File: src/rtl/cpu_pkg.sv
// ---------------------------------------------------------------------------
// cpu_pkg
// Shared definitions for the CPU run-control slice.
//   CPU_PHASES    : number of phases in one instruction (one-hot width)
//   LAST_PHASE    : index of the phase that ends an instruction
//   run_state_e   : run-control states (HALTED, RUN, STEP, DRAIN, FAULT)
//   onehot_to_idx : binary index of a one-hot vector (up to 8 bits wide)
// ---------------------------------------------------------------------------
package cpu_pkg;

  localparam int CPU_PHASES = 7;
  localparam int LAST_PHASE = CPU_PHASES - 1;

  typedef enum logic [2:0] {
    HALTED = 3'd0,
    RUN    = 3'd1,
    STEP   = 3'd2,
    DRAIN  = 3'd3,
    FAULT  = 3'd4
  } run_state_e;

  // OR-ing the indices of all set bits gives the exact index for a true
  // one-hot input, which is the only case the caller relies on.
  function automatic logic [2:0] onehot_to_idx(input logic [7:0] onehot);
    logic [2:0] idx;
    idx = 3'd0;
    for (int i = 0; i < 8; i++) begin
      if (onehot[i]) begin
        idx = idx | 3'(i);
      end
    end
    return idx;
  endfunction

endpackage

File: src/rtl/cpu_run_control_phase_checker.sv
// ---------------------------------------------------------------------------
// phase_checker
// Sequence-integrity checker for the phase-clock interface. A cycle is
// checked when alive was high the previous cycle; in a checked cycle the
// incoming phase vector must equal the one-hot of the expected phase.
// Ports:
//   clk, rst       : clock and synchronous active-high reset
//   alive          : enable currently driven to the sequencer
//   clk_sequence   : one-hot phase vector from the sequencer
//   match          : checked cycle and phase vector is the expected one
//   mismatch       : checked cycle and phase vector is wrong
//   last_phase     : checked cycle whose expected phase is the final one
//   phase_idx      : registered index of the last matching phase, else 0
// ---------------------------------------------------------------------------
module phase_checker
  import cpu_pkg::*;
#(
  parameter int PHASES = CPU_PHASES
) (
  input  logic              clk,
  input  logic              rst,
  input  logic              alive,
  input  logic [PHASES-1:0] clk_sequence,
  output logic              match,
  output logic              mismatch,
  output logic              last_phase,
  output logic [2:0]        phase_idx
);

  localparam logic [2:0]        LAST_IDX     = 3'(PHASES - 1);
  localparam logic [PHASES-1:0] FIRST_ONEHOT = {{(PHASES-1){1'b0}}, 1'b1};

  // alive_d_q is alive delayed by one cycle: the sequencer needs one clock
  // to react to alive, so that is when its output becomes meaningful.
  logic              alive_d_q, alive_d_d;
  logic [2:0]        expected_q, expected_d;
  logic [2:0]        phase_idx_q, phase_idx_d;
  logic [PHASES-1:0] expected_onehot;

  // Compare the phase vector against the expected slot and work out where
  // the expectation moves next. Outside checked cycles the expectation is
  // parked at phase 0 so the first checked cycle always demands phase 0.
  // A mismatch leaves the expectation where it is; the controller faults.
  always_comb begin
    expected_onehot = FIRST_ONEHOT << expected_q;
    alive_d_d       = alive;
    match           = alive_d_q && (clk_sequence == expected_onehot);
    mismatch        = alive_d_q && (clk_sequence != expected_onehot);
    last_phase      = alive_d_q && (expected_q == LAST_IDX);
    expected_d      = expected_q;
    phase_idx_d     = 3'd0;
    if (!alive_d_q) begin
      expected_d = 3'd0;
    end else if (match) begin
      expected_d = (expected_q == LAST_IDX) ? 3'd0 : expected_q + 3'd1;
    end
    if (match) begin
      phase_idx_d = onehot_to_idx(8'(clk_sequence));
    end
  end

  // State registers for the checker.
  always_ff @(posedge clk) begin
    if (rst) begin
      alive_d_q   <= 1'b0;
      expected_q  <= 3'd0;
      phase_idx_q <= 3'd0;
    end else begin
      alive_d_q   <= alive_d_d;
      expected_q  <= expected_d;
      phase_idx_q <= phase_idx_d;
    end
  end

  assign phase_idx = phase_idx_q;

endmodule

File: src/rtl/cpu_run_control.sv
// ---------------------------------------------------------------------------
// cpu_run_control
// Controller end of the CPU phase-clock interface: drives alive into the
// one-hot phase sequencer, runs/halts/single-steps on instruction
// boundaries, counts retired instructions and faults on a broken sequence.
// Optional breakpoint: define CPU_RUN_BKPT_EN to add bkpt_en, bkpt_count
// and bkpt_hit.
// Ports:
//   clk, rst      : clock and synchronous active-high reset
//   clk_sequence  : one-hot phase vector from the sequencer
//   alive         : registered enable to the sequencer
//   run_req       : pulse, start free-running (HALTED only)
//   halt_req      : pulse, stop at next instruction boundary (RUN only)
//   step_req      : pulse, execute one instruction (HALTED only)
//   err_clr       : pulse, leave FAULT for HALTED
//   bkpt_en       : (optional) enable auto-halt on instruction count
//   bkpt_count    : (optional) count at whose boundary RUN halts
//   bkpt_hit      : (optional) sticky, breakpoint caused the last halt
//   running       : RUN, STEP or DRAIN
//   halted        : HALTED
//   phase_idx     : index of the last matching checked phase, else 0
//   instr_done    : one-cycle pulse per completed instruction
//   instr_count   : retired instructions, wraps
//   seq_error     : integrity fault flag, held while in FAULT
// ---------------------------------------------------------------------------
module cpu_run_control
  import cpu_pkg::*;
#(
  parameter int PHASES   = CPU_PHASES,
  parameter int ICOUNT_W = 32
) (
  input  logic                clk,
  input  logic                rst,
  input  logic [PHASES-1:0]   clk_sequence,
  output logic                alive,
  input  logic                run_req,
  input  logic                halt_req,
  input  logic                step_req,
  input  logic                err_clr,
`ifdef CPU_RUN_BKPT_EN
  input  logic                bkpt_en,
  input  logic [ICOUNT_W-1:0] bkpt_count,
  output logic                bkpt_hit,
`endif
  output logic                running,
  output logic                halted,
  output logic [2:0]          phase_idx,
  output logic                instr_done,
  output logic [ICOUNT_W-1:0] instr_count,
  output logic                seq_error
);

  run_state_e          state_q, state_d;
  logic                alive_q, alive_d;
  logic                instr_done_q, instr_done_d;
  logic [ICOUNT_W-1:0] instr_count_q, instr_count_d;
  logic                seq_error_q, seq_error_d;
  logic                match, mismatch, last_phase;
  logic                boundary;
  logic                bkpt_stop;
`ifdef CPU_RUN_BKPT_EN
  logic                bkpt_hit_q, bkpt_hit_d;
`endif

  phase_checker #(
    .PHASES(PHASES)
  ) u_checker (
    .clk          (clk),
    .rst          (rst),
    .alive        (alive_q),
    .clk_sequence (clk_sequence),
    .match        (match),
    .mismatch     (mismatch),
    .last_phase   (last_phase),
    .phase_idx    (phase_idx)
  );

  // An instruction retires when its final phase arrives in the right order.
  assign boundary = match && last_phase;

  // Run-control next state. Priority inside each state is
  // mismatch > halt > step > run. alive simply follows whether the next
  // state wants the sequencer clocking.
  always_comb begin
`ifdef CPU_RUN_BKPT_EN
    bkpt_stop = bkpt_en && boundary &&
                ((instr_count_q + ICOUNT_W'(1)) == bkpt_count);
`else
    bkpt_stop = 1'b0;
`endif
    state_d = state_q;
    case (state_q)
      HALTED: begin
        if (mismatch) begin
          state_d = FAULT;
        end else if (step_req) begin
          state_d = STEP;
        end else if (run_req) begin
          state_d = RUN;
        end
      end
      RUN: begin
        if (mismatch) begin
          state_d = FAULT;
        end else if (boundary && (halt_req || bkpt_stop)) begin
          state_d = HALTED;
        end else if (halt_req) begin
          state_d = DRAIN;
        end
      end
      STEP, DRAIN: begin
        if (mismatch) begin
          state_d = FAULT;
        end else if (boundary) begin
          state_d = HALTED;
        end
      end
      FAULT: begin
        if (err_clr) begin
          state_d = HALTED;
        end
      end
      default: state_d = HALTED;
    endcase
    alive_d       = (state_d == RUN) || (state_d == STEP) || (state_d == DRAIN);
    seq_error_d   = (state_d == FAULT);
    instr_done_d  = boundary;
    instr_count_d = instr_count_q + ICOUNT_W'(boundary);
  end

`ifdef CPU_RUN_BKPT_EN
  // Breakpoint flag: set when the breakpoint ends a RUN, dropped when the
  // user next asks the core to go again.
  always_comb begin
    bkpt_hit_d = bkpt_hit_q;
    if ((state_q == RUN) && bkpt_stop) begin
      bkpt_hit_d = 1'b1;
    end else if (run_req || step_req) begin
      bkpt_hit_d = 1'b0;
    end
  end

  // Breakpoint flag register.
  always_ff @(posedge clk) begin
    if (rst) begin
      bkpt_hit_q <= 1'b0;
    end else begin
      bkpt_hit_q <= bkpt_hit_d;
    end
  end

  assign bkpt_hit = bkpt_hit_q;
`endif

  // Run-control state and output registers.
  always_ff @(posedge clk) begin
    if (rst) begin
      state_q       <= HALTED;
      alive_q       <= 1'b0;
      instr_done_q  <= 1'b0;
      instr_count_q <= '0;
      seq_error_q   <= 1'b0;
    end else begin
      state_q       <= state_d;
      alive_q       <= alive_d;
      instr_done_q  <= instr_done_d;
      instr_count_q <= instr_count_d;
      seq_error_q   <= seq_error_d;
    end
  end

  assign alive       = alive_q;
  assign running     = (state_q == RUN) || (state_q == STEP) || (state_q == DRAIN);
  assign halted      = (state_q == HALTED);
  assign instr_done  = instr_done_q;
  assign instr_count = instr_count_q;
  assign seq_error   = seq_error_q;

endmodule

File: config.mk
export PLATFORM = sky130hd
export DESIGN_NAME = cpu_run_control
export DESIGN_NICKNAME = d
export VERILOG_FILES = /design/src/rtl/cpu_pkg.sv /design/src/rtl/cpu_run_control_phase_checker.sv /design/src/rtl/cpu_run_control.sv
export SDC_FILE = /design/constraint.sdc
export NUM_CORES = 1
export LEC_CHECK = 0
export BUFFER_PORTS_ARGS = -buffer_cell sky130_fd_sc_hd__buf_2
export CORE_MARGIN = 2
export CORE_UTILIZATION = 57
export CTS_BUF_LIST = sky130_fd_sc_hd__clkbuf_16
export DETAILED_ROUTE_END_ITERATION = 10
export HOLD_SLACK_MARGIN = 0.08
export PLACE_DENSITY_LB_ADDON = 0.12
export SYNTH_ARGS = -nofsm -noshare
export SYNTH_HDL_FRONTEND = slang
export SYNTH_SLANG_ARGS = --single-unit
export TNS_END_PERCENT = 5
File: constraint.sdc
create_clock -name clk -period 10.1 [get_ports clk]
set_clock_uncertainty 0.15 [all_clocks]
set_input_delay 2.02 -clock clk [delete_from_list [all_inputs] [get_ports clk]]
set_output_delay 2.02 -clock clk [all_outputs]
set_load 0.005 [all_outputs]
* Word level (Yosys, flattened, before mapping) *
Cells that the tools add are included.

word-level totals
  bits in registers = 45
  input port bits = 13
  logic and storage cells = 54

operators by class
  $add $sub $neg = 2
  equality and inequality tests = 11
  shift-type cells = 1
  mux-type cells = 17
  bitwise operators = 2
  reductions and logical operators = 13

operator list
  cell                                                                   count
  3-bit 2-to-1 mux                                                       13
  32-bit by 1-bit adder with 32-bit output                               1
  3-bit by 2-bit equality test with 1-bit output, second input constant  4
  3-bit one-hot mux with 4 select lines                                  1
  3-bit equality test, second input constant                             3
  7-bit equality test                                                    1
  7-bit != test                                                          1
  1-bit by 3-bit left shift with 7-bit output, first input constant      1
  3-bit by 1-bit equality test with 1-bit output, second input constant  2
  2-bit OR reduction                                                     3
  1-bit logical AND                                                      5
  1-bit logical OR                                                       4
  2-bit 2-to-1 mux                                                       2
  3-bit by 1-bit adder with 3-bit output, second input constant          1
  3-bit logical NOT                                                      1
  1-bit inverter                                                         2
  1-bit 2-to-1 mux                                                       1

* Longest topological paths before layout *
  depth in word-level cells = 11
  mapped depth = 16
  gate-level depth less buffers = 13

* Hierarchy *
A second synthesis with hierarchy kept.

unflattened totals
  cell total of the unflattened synthesis = 250
  area total of the unflattened synthesis = 2224.6 sq um

by module, submodules not included
  module           times used  cells an instance  area an instance (sq um)
  cpu_run_control  1           195                1670.4
  phase_checker    1           55                 554.3

* Least setup slack after synthesis *
OpenSTA, ideal clock, no wires.

  path type = in2reg
  start point = in clk_sequence[5]
  end point = reg instr_count_q[20], in the netlist instr_count[20]
  library setup time = 0.128 ns
  arrival time = 4.510 ns
  required time = 9.822 ns
  slack = 5.313 ns
  stages on the path = 14
  buffers on the path = 2
  cell sequence = or3b_1 > a21oi_1 > a21oi_1 > or3_4 > buf_6 > nor2_1 > ha_1 > ha_1 > and4_1 > and4b_1 > clkbuf_1 > nand4_1 > xor2_1 > nor2_1

on the way
  word-level cells in the longest chain between the ends = 4

RTL lines
  element                                   line                                 RTL
  start: declaration                        cpu_run_control.sv:34                input logic [PHASES-1:0] clk_sequence,
  7-bit equality test                       cpu_run_control_phase_checker.sv:47  match = alive_d_q && (clk_sequence == expected_onehot);
  1-bit logical AND                         cpu_run_control_phase_checker.sv:47
  1-bit logical AND                         cpu_run_control.sv:79                assign boundary = match && last_phase;
  via boundary                              cpu_run_control.sv:59                logic boundary;
  32-bit by 1-bit adder with 32-bit output  cpu_run_control.sv:128               instr_count_d = instr_count_q + ICOUNT_W'(boundary);
  end signal: assignment                    cpu_run_control.sv:167               instr_count_q <= instr_count_d;
  end: declaration                          cpu_run_control.sv:56                logic [ICOUNT_W-1:0] instr_count_q, instr_count_d;

The timed path passes the listed nets, and every way through them passes these cells.
A chain may end at the register's enable or synchronous reset.

* Worst setup path after layout *
  start point = in clk_sequence[5]
  end point = reg instr_count_q[27], in the netlist instr_count[27]

The elaborated chain is that of the path after synthesis.

==> reports/results.ini <==
[floorplanning]
core_area_um2 = 3633
start_util_pct = 59.13
dieArea_um2 = 4276
fp.dieH_um = 65.39
rows = 22
die_w_um = 65.39
io_pins = 53

[timing]
min_period_over_period_pct = 47.62
tns_ns = 0
finalHoldViolCount = 0
tightest_slew_ns = 0.7682
grt_setup_unrepaired = false
relSlewSlack_pct = 48.78
setup_violations = 0
fmaxAchievable_mhz = 207.9
whs_ns = 0.3181
slew_viol_final = 0
fin_ws_ns = 5.290
period_needed_ns = 4.810

[cells_and_area]
layout_common_cells = 52 x buf_2, 45 x dfxtp_1, 34 x nor2_1
syn_to_final_growth_pct = 18.81
diodes = 0
nets = 303
final_common_cell = buf_2
final_area_um2 = 2552
layout.cells.non_filler = 335
final_core_util_pct = 70.25
drive_gt1_share_pct = 23.69

[placed_design]
portBuffers = 52
place.gp.congestion = 0.7549
place_ws_ns = 5.021
placed_cells = 328
placed_cell_area_um2 = 2420
hpwl_um = 2967

[detailed_routing]
drt_iter0_markers = 100
num_vias = 1844
wire_per_inst_um = 12.89
drtPass1Iterations = 4
ant_nets = 0
remaining_drc_errors = 0
wl_um = 4319
routed_via_density = 5.504

[critical_path]
critPathMaxFanout = 13
critPathCaptureType = flip-flop
worstPathArrival_ns = 4.86
cp-start-kind = primary input
path_class = in -> reg
required_ns = 10.15

[status]
status = completed

[yosys]
async_reset_ff_share_pct = 0
netlist_instances = 238
synth_edf_count = 0
syn-cell-area_um2 = 2148
syn_area_per_cell_um2 = 9.027
yosysWarnings = 0
synth-seq-cells = 45
synth_ff_type = dfxtp_1
yosysSeqAreaShare_pct = 41.93
ys_types = 45
synth_nets = 254

[clock_network]
cts_inserted_buffers = 5
clockBufferDepth = 2
cts_resized = 0
cts_tree = yes
clkTransAtPathRegs_ns = 0.06
cts_max_level = 2
clock_tree.root_cell = clkbuf_16
clock_latency_ns = 0.28
postCtsSetupBuffers = 0
cts.sinks = 45
ctsHoldBuffers = 0

[job]
drv_cap = 0

[global_route]
grt_pass1_wl_um = 7458
grt_max_degree = 42
grt.busiest_layer = met2
grtUsageMet2_pct = 39.67
gr-total-overflow = 0
antenna_found_initial = 0
grtUsageTotal_pct = 22.58
grt_pass1_vias = 1671
gr-usage-met1_pct = 27.01
grtUsageMet3_pct = 4.623

[hold_path]
holdCritPathClass = reg -> reg

[power]
vdd_drop_max_uv = 116.7
p_per_area_nw_per_um2 = 138.2
power.total_mw = 0.3529
p_leak_nw = 1.079

==> worst max-delay path, cell delays in order <==
cell	delay, ns
buf_2	0.12
or3b_1	0.35
a21oi_1	0.13
a21oi_1	0.07
or3_4	0.50
nor2_1	0.14
ha_1	0.17
nand3_1	0.19
nor3_4	0.38
nand4_2	0.25
or3_1	0.37
a21oi_1	0.16
==> layer usage <==
layer	wire [um]	part of all wire, %
met5	0	0
met4	82	1.9
met3	123	2.8
met2	2180	50
met1	1932	45
==> path summary, 6_finish.rpt <==
path,start,endpoint,slack (ns),cells past startpoint
setup / recovery,clk_sequence[5],instr_count[27]$_SDFF_PP0_,5.29,12
hold / removal,alive$_SDFF_PP0_,u_checker.alive_d_q$_SDFF_PP0_,0.32,1
setup reg to reg,u_checker.expected_q[2]$_SDFFE_PP0P_,instr_count[27]$_SDFF_PP0_,6.60,12
hold reg to reg,alive$_SDFF_PP0_,u_checker.alive_d_q$_SDFF_PP0_,0.32,1
==> cells in the mapped netlist, types with 3 or more instances <==
| cell type | n | area (um^2) |
|---|---|---|
| and4_1 | 6 | 52.55 |
| nor2b_1 | 6 | 37.54 |
| nand3_1 | 8 | 40.04 |
| dfxtp_1 | 45 | 900.9 |
| xor2_1 | 21 | 183.9 |
| nor3_1 | 5 | 25.02 |
| and2_1 | 4 | 25.02 |
| a21oi_1 | 13 | 65.06 |
| inv_1 | 3 | 11.26 |
| or3_1 | 5 | 31.28 |
| and3_1 | 4 | 25.02 |
| ha_1 | 3 | 37.54 |
| xnor2_1 | 5 | 43.79 |
| nand2_1 | 16 | 60.06 |
| nand4_1 | 9 | 56.30 |
| nor3_2 | 4 | 40.04 |
| nand2b_1 | 3 | 18.77 |
| o21ai_0 | 6 | 30.03 |
| nor2_1 | 34 | 127.6 |
| clkbuf_1 | 5 | 18.77 |
==> logic make-up after synthesis <==
group	count (synthesis)	share of synthesized area [%]
compound gates	31	10.72
xor+xnor	26	10.60
simple gates	117	30.75
mux	3	1.456
fa+ha+maj	3	1.747
flops	45	41.93
buf+inv	13	2.795
==> power breakdown <==
part	switching (mW)	internal, mW
Sequential	0.00328	0.180
Combinational	0.0112	0.00961
Clock	0.0606	0.0884
Total	0.0751	0.278
==> state kept, by name, indices dropped and copies added, names as in the netlist <==
signal                count
alive                     1
u_checker.alive_d_q       1
seq_error                 1
u_checker.phase_idx       3
instr_done                1
u_checker.expected_q      3
instr_count              32
state_q                   3
==> cell type report <==
class | instances | area (um^2)
fill | 307 | 1081
clock inverter | 2 | 7.507
sequential | 45 | 900.9
tap | 48 | 60.06
multi-input combinational | 180 | 1187
clock buffer | 5 | 125.1
inverter | 3 | 11.26
timing repair buffer | 52 | 260.3
Note: power is estimated with default switching activity, not from simulation.
